### src/rtl/i2s_rx_frame_ctrl_pkg.sv
// Shared definitions for the I2S receive frame controller: FSM state codes and a
// width helper used by the controller and its sample FIFO.
package i2s_rx_frame_ctrl_pkg;

   typedef logic [1:0] state_t;

   localparam state_t ST_IDLE   = 2'd0;
   localparam state_t ST_SYNC   = 2'd1;
   localparam state_t ST_CHECK  = 2'd2;
   localparam state_t ST_LOCKED = 2'd3;

   // Bits needed to index 'value' entries (ceil(log2(value))), never less than 1.
   function automatic int clogb2(input int value);
      int bits;
      bits = 0;
      for (int v = value - 1; v > 0; v = v >> 1) begin
         bits++;
      end
      return (bits < 1) ? 1 : bits;
   endfunction

endpackage

### src/rtl/i2s_sample_fifo.sv
// Synchronous show-ahead FIFO for received {L,R} words. Flush empties it in one cycle;
// a push while full is accepted only when a pop happens in the same cycle.
module i2s_sample_fifo
   import i2s_rx_frame_ctrl_pkg::*;
#(
   parameter int WIDTH = 32,
   parameter int DEPTH = 4
) (
   input  logic             clk_i,
   input  logic             rst_ni,
   input  logic             flush_i,
   input  logic             push_i,
   input  logic [WIDTH-1:0] data_i,
   input  logic             pop_i,
   output logic [WIDTH-1:0] data_o,
   output logic             empty_o,
   output logic             full_o
);

   localparam int AW = clogb2(DEPTH);
   localparam int CW = AW + 1;
   localparam logic [CW-1:0] CNT_FULL = CW'(DEPTH);

   logic [WIDTH-1:0] mem_q [DEPTH];
   logic [AW-1:0]    wr_q;
   logic [AW-1:0]    rd_q;
   logic [CW-1:0]    cnt_q;
   logic             do_push;
   logic             do_pop;

   assign empty_o = (cnt_q == '0);
   assign full_o  = (cnt_q == CNT_FULL);
   assign do_pop  = pop_i & ~empty_o;
   assign do_push = push_i & (~full_o | do_pop);
   // Head reads as zero when empty so stale entries never leak out after a flush.
   assign data_o  = empty_o ? '0 : mem_q[rd_q];

   always_ff @(posedge clk_i) begin
      if (!rst_ni || flush_i) begin
         wr_q  <= '0;
         rd_q  <= '0;
         cnt_q <= '0;
      end else begin
         if (do_push) begin
            wr_q <= wr_q + AW'(1);
         end
         if (do_pop) begin
            rd_q <= rd_q + AW'(1);
         end
         cnt_q <= cnt_q + CW'(do_push) - CW'(do_pop);
      end
   end

   always_ff @(posedge clk_i) begin
      if (do_push && !flush_i) begin
         mem_q[wr_q] <= data_i;
      end
   end

endmodule

### src/rtl/i2s_rx_frame_ctrl.sv
// I2S receive supervisor: holds the receiver in reset until enabled, qualifies LRCLK/BCLK
// framing, declares lock after LOCK_FRAMES clean frames and only then forwards words.
module i2s_rx_frame_ctrl
   import i2s_rx_frame_ctrl_pkg::*;
#(
   parameter int DATA_BITS   = 32,
   parameter int BCLK_HALF   = 32,
   parameter int LOCK_FRAMES = 4,
   parameter int TIMEOUT     = 1023,
   parameter int FIFO_DEPTH  = 4
) (
   input  logic                 xclk,
   input  logic                 xrst_n,
   input  logic                 enable,
   input  logic                 xBrise,
   input  logic                 xLRrise,
   input  logic                 xLRfall,
   input  logic [DATA_BITS-1:0] xData,
   input  logic                 xData_rdy,
   output logic                 rcv_rst,
   output logic                 locked,
   output logic [DATA_BITS-1:0] smp_data,
   output logic                 smp_valid,
   input  logic                 smp_ready,
   output logic                 overflow,
   output logic [7:0]           lost_cnt
);

   localparam int HCNT_W = clogb2(BCLK_HALF + 2);
   localparam int TCNT_W = clogb2(TIMEOUT + 1);
   localparam int GCNT_W = 4;
   localparam logic [HCNT_W-1:0] HCNT_HALF = HCNT_W'(BCLK_HALF);
   localparam logic [HCNT_W-1:0] HCNT_MAX  = HCNT_W'(BCLK_HALF + 1);
   localparam logic [TCNT_W-1:0] TCNT_MAX  = TCNT_W'(TIMEOUT);
   localparam logic [TCNT_W-1:0] TCNT_PRE  = TCNT_W'(TIMEOUT - 1);
   localparam logic [GCNT_W-1:0] GCNT_LOCK = GCNT_W'(LOCK_FRAMES);

   state_t            state_q, state_d;
   logic [HCNT_W-1:0] hcnt_q, hcnt_d;
   logic              lgood_q, lgood_d;
   logic [TCNT_W-1:0] tcnt_q, tcnt_d;
   logic [GCNT_W-1:0] good_q, good_d;
   logic [7:0]        lost_q, lost_d;
   logic              locked_q, rcv_rst_q, overflow_q;
   logic              lr_edge, half_good, frame_good, timeout_hit, lose_lock;
   logic              flush, push_req, fifo_full, fifo_empty;

   assign lr_edge    = xLRrise | xLRfall;
   assign half_good  = (hcnt_q == HCNT_HALF);
   assign frame_good = lgood_q & half_good;

   // A BCLK strobe coinciding with an LR edge belongs to the half that edge opens.
   always_comb begin
      hcnt_d = hcnt_q;
      if (lr_edge) begin
         hcnt_d = HCNT_W'(xBrise);
      end else if (xBrise && (hcnt_q != HCNT_MAX)) begin
         hcnt_d = hcnt_q + HCNT_W'(1);
      end
   end

   assign lgood_d = xLRrise ? half_good : lgood_q;

   always_comb begin
      state_d     = state_q;
      good_d      = good_q;
      lose_lock   = 1'b0;
      tcnt_d      = tcnt_q;
      timeout_hit = (state_q != ST_IDLE) && !lr_edge && (tcnt_q == TCNT_PRE);
      if ((state_q == ST_IDLE) || lr_edge) begin
         tcnt_d = '0;
      end else if (tcnt_q != TCNT_MAX) begin
         tcnt_d = tcnt_q + TCNT_W'(1);
      end
      case (state_q)
         ST_IDLE: begin
            good_d = '0;
            if (enable) state_d = ST_SYNC;
         end
         ST_SYNC: begin
            if (xLRfall) begin
               state_d = ST_CHECK;
               good_d  = '0;
            end
         end
         ST_CHECK: begin
            if (xLRfall) begin
               if (frame_good) begin
                  good_d = good_q + GCNT_W'(1);
                  if ((good_q + GCNT_W'(1)) == GCNT_LOCK) state_d = ST_LOCKED;
               end else begin
                  good_d = '0;
               end
            end else if (timeout_hit) begin
               state_d = ST_SYNC;
            end
         end
         default: begin
            if ((xLRfall && !frame_good) || timeout_hit) begin
               state_d   = ST_SYNC;
               lose_lock = 1'b1;
            end
         end
      endcase
      // Disable overrides everything, including a lock loss in the same cycle.
      if (!enable) begin
         state_d   = ST_IDLE;
         good_d    = '0;
         tcnt_d    = '0;
         lose_lock = 1'b0;
      end
   end

   assign lost_d   = (lose_lock && (lost_q != 8'hFF)) ? lost_q + 8'd1 : lost_q;
   assign flush    = (state_d == ST_IDLE);
   assign push_req = (state_q == ST_LOCKED) && xData_rdy && lgood_q &&
                     (hcnt_q <= HCNT_HALF) && !flush;

   always_ff @(posedge xclk) begin
      if (!xrst_n) begin
         state_q    <= ST_IDLE;
         hcnt_q     <= '0;
         lgood_q    <= 1'b0;
         tcnt_q     <= '0;
         good_q     <= '0;
         lost_q     <= '0;
         locked_q   <= 1'b0;
         rcv_rst_q  <= 1'b1;
         overflow_q <= 1'b0;
      end else begin
         state_q    <= state_d;
         hcnt_q     <= hcnt_d;
         lgood_q    <= lgood_d;
         tcnt_q     <= tcnt_d;
         good_q     <= good_d;
         lost_q     <= lost_d;
         locked_q   <= (state_d == ST_LOCKED);
         rcv_rst_q  <= (state_d == ST_IDLE);
         overflow_q <= push_req && fifo_full && !smp_ready;
      end
   end

   i2s_sample_fifo #(
      .WIDTH (DATA_BITS),
      .DEPTH (FIFO_DEPTH)
   ) u_fifo (
      .clk_i   (xclk),
      .rst_ni  (xrst_n),
      .flush_i (flush),
      .push_i  (push_req),
      .data_i  (xData),
      .pop_i   (smp_ready),
      .data_o  (smp_data),
      .empty_o (fifo_empty),
      .full_o  (fifo_full)
   );

   assign smp_valid = ~fifo_empty;
   assign locked    = locked_q;
   assign rcv_rst   = rcv_rst_q;
   assign overflow  = overflow_q;
   assign lost_cnt  = lost_q;

endmodule
### config.mk
export PLATFORM = sky130hd
export DESIGN_NAME = i2s_rx_frame_ctrl
export DESIGN_NICKNAME = d
export VERILOG_FILES = /design/src/rtl/i2s_rx_frame_ctrl_pkg.sv /design/src/rtl/i2s_sample_fifo.sv /design/src/rtl/i2s_rx_frame_ctrl.sv
export SDC_FILE = /design/constraint.sdc
export NUM_CORES = 1
export LEC_CHECK = 0
export ABC_AREA = 0
export BUFFER_PORTS_ARGS = -buffer_cell sky130_fd_sc_hd__buf_2
export CORE_ASPECT_RATIO = 0.6
export CORE_MARGIN = 10
export CORE_UTILIZATION = 55
export CTS_CLUSTER_DIAMETER = 50
export DETAILED_ROUTE_END_ITERATION = 8
export PLACE_DENSITY = 0.83
export SKIP_CTS_REPAIR_TIMING = 1
export SLEW_MARGIN = 20
export SYNTH_ARGS = -nofsm -noshare
export SYNTH_HDL_FRONTEND = slang
export SYNTH_SLANG_ARGS = --single-unit
### constraint.sdc
create_clock -name xclk -period 6 [get_ports xclk]
set_input_delay 0.3 -clock xclk [delete_from_list [all_inputs] [get_ports xclk]]
set_output_delay 0.3 -clock xclk [all_outputs]
set_load 0.02 [all_outputs]
Yosys cells after proc, flatten, opt, wreduce, memory -nomap -nowiden
Memories as Yosys holds them, arrays and structs flattened. A register that Yosys moved wholly into a read port is not among the register bits.
Cells that the tools add are included.

storage, ports and cells
  register bits after elaboration = 41
  RAM bits = 128
  output and inout port bits = 44
  logic and storage cells = 98
  memories = 1

memory list
  name          words  bits a word  read ports  clocked after memory_dff  write ports  RTL line               text
  u_fifo.mem_q  4      32           1           1                         1            i2s_sample_fifo.sv:24  logic [WIDTH-1:0] mem_q [DEPTH];

operators by class
  add/sub/neg operators = 8
  magnitude comparators = 1
  eq/ne operators = 13
  muxes and demuxes = 22
  bitwise operators = 9
  reductions and logical operators = 31

operator list
  kind                   number
  $mux 32                1
  $mux 2                 9
  $logic_and 1x1->1      12
  $mux 4                 3
  $pmux 4 s3             1
  $add 10x1->10 const B  1
  $eq 10x10->1 const B   1
  $ne 10x10->1 const B   1
  $add 8x1->8 const B    1
  $ne 8x8->1 const B     1
  $mux 1                 7
  $add 6x1->6 const B    1
  $eq 2x2->1 const B     3
  $eq 6x6->1 const B     1
  $le 6x6->1 const B     1
  $ne 6x6->1 const B     1
  $pmux 2 s3             1
  $reduce_or 3->1        2
  $logic_not 1->1        5
  $add 2x1->2 const B    2
  $add 4x1->4 const B    1
  $eq 4x3->1 const B     1
  $logic_not 2->1        2
  $ne 2x2->1 const B     2
  other kinds (14)       23

Depth between registers and ports, before layout
Gate-level depths: netlist of run 1.

  depth after elaboration = 15
  mapped depth = 11
  mapped depth without buffers = 10

Modules after synthesis
A second synthesis of run 1 with hierarchy kept.

unflattened totals
  cells, all modules = 448
  area total of the unflattened synthesis = 7129.3 um2

by module, submodules not included
  module             instances  cells each  area each (um2)  seq. area each (um2)
  i2s_sample_fifo    1          255         5430.2           4023.9
  i2s_rx_frame_ctrl  1          193         1699.1           680.7

Least setup slack after synthesis of run 1
No wires, ideal clock.

  path kind = register to register
  start point = register hcnt_q[0]
  end point = memory u_fifo.mem_q[0][0], enable pin
  library setup time = 392 ps
  arrival time = 2244 ps
  path slack = 3364 ps
  cell stages (with the launch flop) = 8
  path buffers = 1
  path through = dfxtp_1 inv_1 ha_1 or4b_4 a21oi_1 and3_1 buf_2 and2_1

on the way
  cells in the longest elaborated chain, start to end = 15
  elaborated cells between the ends (all ways) = 19

ends and longest elaborated chain
  item                            RTL line                                         text
  from (decl)                     i2s_rx_frame_ctrl.sv:39                          logic [HCNT_W-1:0] hcnt_q, hcnt_d;
  from (signal assigned)          i2s_rx_frame_ctrl.sv:132                         hcnt_q <= hcnt_d;
  $eq 6x6->1                      i2s_rx_frame_ctrl.sv:49                          assign half_good = (hcnt_q == HCNT_HALF);
  $and 1x1->1                     i2s_rx_frame_ctrl.sv:50                          assign frame_good = lgood_q & half_good;
  $logic_not 1->1                 i2s_rx_frame_ctrl.sv:99                          if ((xLRfall && !frame_good) || timeout_hit) begin
  $logic_and 1x1->1               i2s_rx_frame_ctrl.sv:99
  $logic_or 1x1->1                i2s_rx_frame_ctrl.sv:99
  $mux 2                          i2s_rx_frame_ctrl.sv:99
  $pmux 2 s3                      i2s_rx_frame_ctrl.sv:75                          case (state_q)
  $mux 2                          i2s_rx_frame_ctrl.sv:106                         if (!enable) begin
  $logic_not 2->1                 i2s_rx_frame_ctrl.sv:115                         assign flush = (state_d == ST_IDLE);
  $logic_not 1->1                 i2s_sample_fifo.sv:55, i2s_rx_frame_ctrl.sv:117
  $logic_and 1x1->1               i2s_rx_frame_ctrl.sv:117                         (hcnt_q <= HCNT_HALF) && !flush;
  $and 1x1->1                     i2s_sample_fifo.sv:34                            assign do_push = push_i & (~full_o | do_pop);
  $logic_and 1x1->1 *             i2s_sample_fifo.sv:55                            if (do_push && !flush_i) begin
  $mux 1 *                        i2s_sample_fifo.sv:55
  $mux 1 (not written as such) *  i2s_sample_fifo.sv:56                            mem_q[wr_q] <= data_i;
  to (decl)                       i2s_sample_fifo.sv:24

Every way passes the cells marked *; elsewhere a longest branch is shown, timed or not.

Worst setup path in the final report of run 1
  start point = register u_fifo.cnt_q[1]
  end point = register u_fifo.cnt_q[2]

on the way
  cells in the longest elaborated chain, start to end = 7
  elaborated cells between the ends (all ways) = 9

ends and longest elaborated chain
  item                    RTL line               text
  from (decl)             i2s_sample_fifo.sv:27  logic [CW-1:0] cnt_q;
  from (signal assigned)  i2s_sample_fifo.sv:50  cnt_q <= cnt_q + CW'(do_push) - CW'(do_pop);
  $logic_not 3->1 *       i2s_sample_fifo.sv:31  assign empty_o = (cnt_q == '0);
  $not 1->1 *             i2s_sample_fifo.sv:33  assign do_pop = pop_i & ~empty_o;
  $and 1x1->1 *           i2s_sample_fifo.sv:33
  net u_fifo.do_pop       i2s_sample_fifo.sv:29  logic do_pop;
  $or 1x1->1              i2s_sample_fifo.sv:34
  $and 1x1->1             i2s_sample_fifo.sv:34
  $add 3x1->3             i2s_sample_fifo.sv:50
  $sub 3x1->3 *           i2s_sample_fifo.sv:50

The timed path passes the listed nets; every way through them passes the cells marked *.
A chain may end at the register's enable or synchronous reset.

==> flow_metrics.py, run 1 <==
metrics = {
    "synthesis": {
        "synth_edf_count": 128,
        "synth.yosys.warnings": 0,
        "ys_types": 52,
        "avgSynthCellArea_um2": 15.5,
        "netlist.area_leader.share": 0.551,
        "syn_area_um2": 6980,
        "synthArstFlopShare": 0,
        "yosys-top-cells-area": "edfxtp_1 55%, dfxtp_1 12%, mux4_2 10%",
        "yosysTopAreaCell": "edfxtp_1",
        "synth_seq_cells": 171,
        "syn_inst": 449,
        "synthesis.nets": 504,
        "ys.flop_type": "edfxtp_1",
        "ys_seq_area_frac": 0.674,
    },
    "routing": {
        "vias_per_cell": 5.77,
        "dr.pass1.iters": 4,
        "routedWlPerCell_um": 19.9,
        "vias": 4115,
        "drt.antenna.violating_nets": 0,
        "wl_um": 14200,
        "drc": 0,
        "drtIter0Drc": 342,
    },
    "placement": {
        "gp_congestion": 0.829,
        "place_ws_ns": 3.03,
        "dpl_cell_area_um2": 7540,
        "portBuffers": 83,
        "dp_hpwl_um": 9380,
    },
    "layout": {
        "post_route_cells_drive_above_1_share": 0.292,
        "area_delta_synth_final_pct": 15.8,
        "diodes": 0,
        "fin_util": 0.662,
        "most-common-layout-cells": "128 x edfxtp_1, 83 x buf_2, 41 x dfxtp_1, 34 x and2_1, 32 x mux4_2",
        "fill_cells": 818,
        "mostFrequentLayoutCell": "edfxtp_1",
        "stdcell_area_um2": 8080,
        "num-nets-final": 590,
    },
    "die": {
        "start_util": 0.571,
        "io_pins": 84,
        "core-area_um2": 12200,
        "die_y_um": 107,
        "dieArea_um2": 17700,
        "die_w_um": 165,
        "row_count": 31,
    },
    "pwr": {
        "powerDensity_nw_per_um2": 287,
        "ir_drop_mv": 0.222,
        "leakage_nw": 2.84,
    },
    "cts": {
        "clk_latency_ns": 0.43,
        "path_clk_slew_ns": 0.07,
        "cts_buffers": 17,
        "htree_num_levels": 4,
        "cts_buffer_depth": 2,
        "cts_tree": "done",
        "cts_root_buf": "clkbuf_16",
        "clock-sinks": 171,
    },
    "sta": {
        "fmax_mhz": 337,
        "rsz0062_at_grt": "no",
        "setup-violations-final": 0,
        "tightest_slew_ns": 1.01,
        "hold_violations": 0,
        "slew_violations": 0,
        "setup_tns_ns": 0,
        "slew_headroom": 0.329,
        "min_period_over_period": 0.494,
        "clock_skew_ns": 0.00958,
        "finalWorstSetupSlack_ns": 3.04,
        "min_period_ns": 2.96,
    },
    "critical_path": {
        "cp-start-kind": "flop",
        "slowest_stage": "or3_1",
        "critPathKind": "reg -> reg",
        "crit_chain": "or3_1 > and2_1 > ha_1 > inv_1 > ha_1 > fa_1 > xnor2_1 > xnor2_1 > nor2_1",
        "critPathCaptureType": "flop",
        "max_stage_delay_ns": 0.81,
        "cp.arrival_ns": 3.27,
        "worstPathMaxFanout": 34,
        "crit_required_ns": 6.30,
    },
    "job": {
        "maxCapViolCount": 0,
    },
    "global_routing": {
        "grt_usage": 0.165,
        "grt_pass1_vias": 4328,
        "grt_max_degree": 35,
        "grt_overflow": 0,
        "grt_antenna_before_repair": 1,
        "grt_pass1_wl_um": 22700,
    },
    "worst_hold_path": {
        "hp-class": "in -> reg",
    },
    "outcome": {
        "status": "complete, no violations",
    },
}
-- synthesized netlist by cell type (2+ instances only) --
library cell  count
and2_1           38
nor2b_1           2
nand2b_1          3
and3_1            8
a21oi_1          18
buf_1             2
inv_1            13
a31oi_1           4
mux4_2           32
clkbuf_1          9
xnor2_1           8
nor2_1           26
nor2_2            3
ha_1             14
or4_1             5
buf_2             4
nor3_1            8
o21ai_1           3
nand2_1          17
xor2_1            6
o21ai_0           3
nand3_1           9
a211oi_1          2
or3_1             4
edfxtp_1        128
mux2i_1           2
dfxtp_1          43
o31ai_1           5
nand4_1           7
-- per-layer routing --
metal	GRT usage	wire length, um
met5	0	20
met4	0.0543	155
met3	0.0508	1040
met2	0.256	6800
met1	0.217	6190
-- cell type report --
class	count	area [um^2]	share of cell area
repair buffers	84	423	0.0523
clock inverters	15	120	0.0149
well taps	165	206	0.0255
flip-flops and latches	171	4710	0.582
multi-input cells	248	2150	0.266
clock buffers	17	425	0.0526
inverters	13	48.8	0.00604
-- state kept, by name (all words and copies together), names as in the netlist, 2 cells and up, named ones only --
name and flops:
u_fifo.wr_q 2, hcnt_q 6, lost_cnt 8, u_fifo.rd_q 2, good_q 4, u_fifo.cnt_q 3
tcnt_q 10, u_fifo.mem_q 128, state_q 2
-- per-stage QoR --
| step | total power (W) | instances | hold WS, ns |
|---|---|---|---|
| global placement | 0.00134 | 681 | 0.468 |
| detailed placement | 0.00134 | 681 | 0.478 |
| CTS | 0.00233 | 713 | 0.0722 |
| floorplan | 0.00131 | 449 | 0.399 |
| global route | 0.00238 | 713 | 0.0837 |
| finish | 0.00232 | 713 | 0.0872 |
-- power breakdown --
part / leakage (nW) / switching (W) / internal, W
combinational: 1.08 / 0.0000270 / 0.0000153
sequential: 1.50 / 0.00000250 / 0.00127
clock: 0.263 / 0.000467 / 0.000537
-- worst max-delay path: cells and delay by family, from the launching register on --
| kind | cells | cell delay (ns) |
|---|---|---|
| xor+xnor | 2 | 0.34 |
| simple gates | 3 | 1.26 |
| buf+inv | 1 | 0.04 |
| flops | 1 | 0.34 |
| fa+ha+maj | 3 | 0.85 |
-- kinds of logic after synthesis --
| kind of cell | after synthesis | synth area share |
|---|---|---|
| buffers and inverters | 30 | 0.0185 |
| adders and majority gates | 16 | 0.0294 |
| xor gates and xnor gates | 14 | 0.0176 |
| muxes | 34 | 0.106 |
| DFF | 171 | 0.674 |
| AOI/OAI and AO/OA | 45 | 0.0430 |
| and+or+nand+nor | 139 | 0.111 |
-- path summary, 6_finish.rpt --
path / startpoint / endpoint / cells after the start / slack (ns)
worst max-delay path: u_fifo.cnt_q[1] / u_fifo.cnt_q[2] / 9 / 3.04
worst min-delay path: xData[8] / u_fifo.mem_q[1][8] / 1 / 0.09
worst min register to register: lost_cnt[4] / lost_cnt[4] / 2 / 0.49
worst max register to register: u_fifo.cnt_q[1] / u_fifo.cnt_q[2] / 9 / 3.04
(Power assumes the default switching activity.)
==> run 2, diff against run 1 <==
- CORE_UTILIZATION: 55 -> 52
- PLACE_DENSITY: 0.83 -> 0.82
- clock period: 6 -> 2.7 ns (I/O delays scaled with it)
==> run 2 against run 1 <==
Compared with the run above: flip-flop and latch count did not move; total power increased by 140%; clock skew increased by 0.0058 ns; sequential share of layout area shrank 3.5 points; cell area rose by 6.3%; clock power rose to 2.6 times the previous value; count of clock-buffer cells in the layout did not move; global-route usage shrank 1.4 points; critical path depth down 1; critical endpoint is now u_fifo.cnt_q[1]; highest routed layer is now met4.
==> flow_metrics.py, run 2 (synthesized netlist as in run 1, its figures left out) <==
metrics = {
    "outcome": {
        "status": "complete, no violations",
    },
    "cts": {
        "htree_num_levels": 4,
        "cts_buffers": 17,
        "path_clk_slew_ns": 0.07,
        "cts_root_buf": "clkbuf_16",
        "clock-sinks": 171,
        "clk_latency_ns": 0.42,
        "cts_buffer_depth": 2,
        "cts_tree": "done",
    },
    "critical_path": {
        "worstSetupEndpoint": "u_fifo.cnt_q[1]",
        "slowest_stage": "or4b_4",
        "crit_required_ns": 3.00,
        "worstReg2RegEnd": "u_fifo.cnt_q[1]",
        "reg2reg_slack_ns": 0.16,
        "r2r_cells": 8,
        "critPathCaptureType": "flop",
        "critPathTopFamily": "simple AND/OR/NAND/NOR gates",
        "critPathLaunch": "hcnt_q[0]",
        "critPathKind": "reg -> reg",
        "cp-start-kind": "flop",
        "crit_buf_inv": 1,
        "r2r-start": "hcnt_q[0]",
        "max_stage_delay_ns": 0.49,
        "cp.arrival_ns": 2.85,
        "cp_common_cell": "ha_1",
        "cp.depth": 8,
        "crit_chain": "inv_1 > ha_1 > or4b_4 > a21oi_1 > and3_2 > ha_1 > fa_1 > and3_1",
        "worstPathMaxFanout": 7,
    },
    "global_routing": {
        "grt_usage": 0.151,
        "grt_max_degree": 34,
        "grt_overflow": 0,
        "grt_antenna_before_repair": 0,
        "grt_pass1_wl_um": 22000,
        "grt_pass1_vias": 4212,
    },
    "layout": {
        "fill_cells": 887,
        "diodes": 0,
        "largest_reg_flops": 128,
        "num-nets-final": 627,
        "mostFrequentLayoutCell": "edfxtp_1",
        "most-common-layout-cells": "128 x edfxtp_1, 83 x buf_2, 41 x dfxtp_1, 34 x and2_1",
        "largest_register": "u_fifo.mem_q",
        "seqCellArea_um2": 4710,
        "area_delta_synth_final_pct": 23.1,
        "multi_input_area_um2": 2150,
        "fin_cells": 755,
        "post_route_cells_drive_above_1_share": 0.287,
    },
    "pwr": {
        "ir_drop_mv": 0.423,
        "p_sw_w": 0.00114,
        "powerDensity_nw_per_um2": 643,
        "swShare": 0.207,
        "intPower_w": 0.00438,
        "power.share.clock": 0.465,
        "seqPwrFrac": 0.512,
        "power_w": 0.00552,
        "leakage_nw": 3.05,
        "combPwrFrac": 0.023,
    },
    "die": {
        "start_util": 0.538,
        "io_pins": 84,
        "dieArea_um2": 18600,
        "core-area_um2": 13000,
        "die_y_um": 110,
        "die_w_um": 170,
        "row_count": 32,
    },
    "sta": {
        "slew_violations": 0,
        "slew_headroom": 0.448,
        "setup_tns_ns": 0,
        "min_period_ns": 2.54,
        "clock_skew_ns": 0.0154,
        "tightest_slew_ns": 0.827,
        "rsz0062_at_grt": "no",
        "fmax_mhz": 393,
        "min_period_over_period": 0.942,
        "hold_violations": 0,
        "setup-violations-final": 0,
    },
    "placement": {
        "dpl.cell_count": 691,
        "gp_congestion": 0.834,
        "portBuffers": 83,
        "dp_hpwl_um": 9060,
    },
    "routing": {
        "drtIter0Drc": 279,
        "drt.antenna.violating_nets": 0,
        "routedWlPerCell_um": 19.0,
        "vias": 4232,
        "wl_um": 14400,
        "vias_per_cell": 5.61,
        "dr.pass1.iters": 5,
        "drc": 0,
    },
    "worst_hold_path": {
        "hp-class": "in -> reg",
    },
    "job": {
        "maxCapViolCount": 0,
    },
}
==> run 2: cell count changes in the layout (fill, tap and decap cells not counted), moves of 2 or more <==
cell / delta
dlygate4sd3_1: +32
buf_12: +5
clkinv_4: -5
bufinv_16: +3
clkinv_1: -2
inv_6: +2
inv_8: +2
==> run 2: metal layers <==
| layer | part of all wire | wire length (um) | vias up | global-route usage |
|---|---|---|---|---|
| met1 | 0.44 | 6370 | 2118 | 0.193 |
| met4 | 0.0098 | 141 | 0 | 0.0405 |
| li1 | - | - | 1960 | - |
| met5 | 0 | 0 | - | 0 |
| met2 | 0.49 | 7020 | 140 | 0.249 |
| met3 | 0.058 | 837 | 14 | 0.0435 |
==> run 2: worst min path at each step <==
stage | from | to | slack, ns | cells past startpoint
detailed placement | xData[25] | u_fifo.mem_q[0][25] | 0.35 | 1
CTS | xData[31] | u_fifo.mem_q[2][31] | -0.08 | 1
global placement | xData[31] | u_fifo.mem_q[2][31] | 0.35 | 1
floorplan | xData[0] | u_fifo.mem_q[0][0] | 0.23 | 0
finish | xLRrise | lgood_q | 0.04 | 3
global route | xLRrise | lgood_q | 0.04 | 3
==> run 2: power groups by stage <==
stage	registers, W	logic (W)	clock network, W
2_1_floorplan	0.00288	0.0000328	0
3_3_place_gp	0.00288	0.0000834	0
3_5_place_dp	0.00288	0.0000911	0
4_1_cts	0.00283	0.0000918	0.00262
5_1_grt	0.00283	0.000142	0.00273
6_report	0.00283	0.000130	0.00256
==> run 2: cell type report <==
class / count / area share
Sequential cell: 171 / 0.548
Inverter: 13 / 0.00568
Clock inverter: 15 / 0.0234
Clock buffer: 17 / 0.0495
Timing Repair Buffer: 121 / 0.0982
Multi-Input combinational cell: 248 / 0.251
Tap cell: 170 / 0.0248
==> run 2: worst register-to-register path, cell delays in order (launching register included) <==
cell and delay (ns):
dfxtp_1 0.36, inv_1 0.08, ha_1 0.17, or4b_4 0.49, a21oi_1 0.22, and3_2 0.29
ha_1 0.20, fa_1 0.42, and3_1 0.20
==> run 2: stage by stage <==
| step | hold WS (ns) | area [um^2] | util | setup WS [ns] |
|---|---|---|---|---|
| global placement | 0.349 | 7640 | 0.589 | 0.348 |
| floorplan | 0.234 | 6980 | - | 0.0644 |
| CTS | -0.0784 | 8270 | 0.638 | 0.159 |
| detailed placement | 0.353 | 7640 | 0.589 | 0.170 |
| finish | 0.0399 | 8590 | 0.662 | 0.157 |
| global route | 0.0364 | 8590 | 0.662 | 0.0657 |
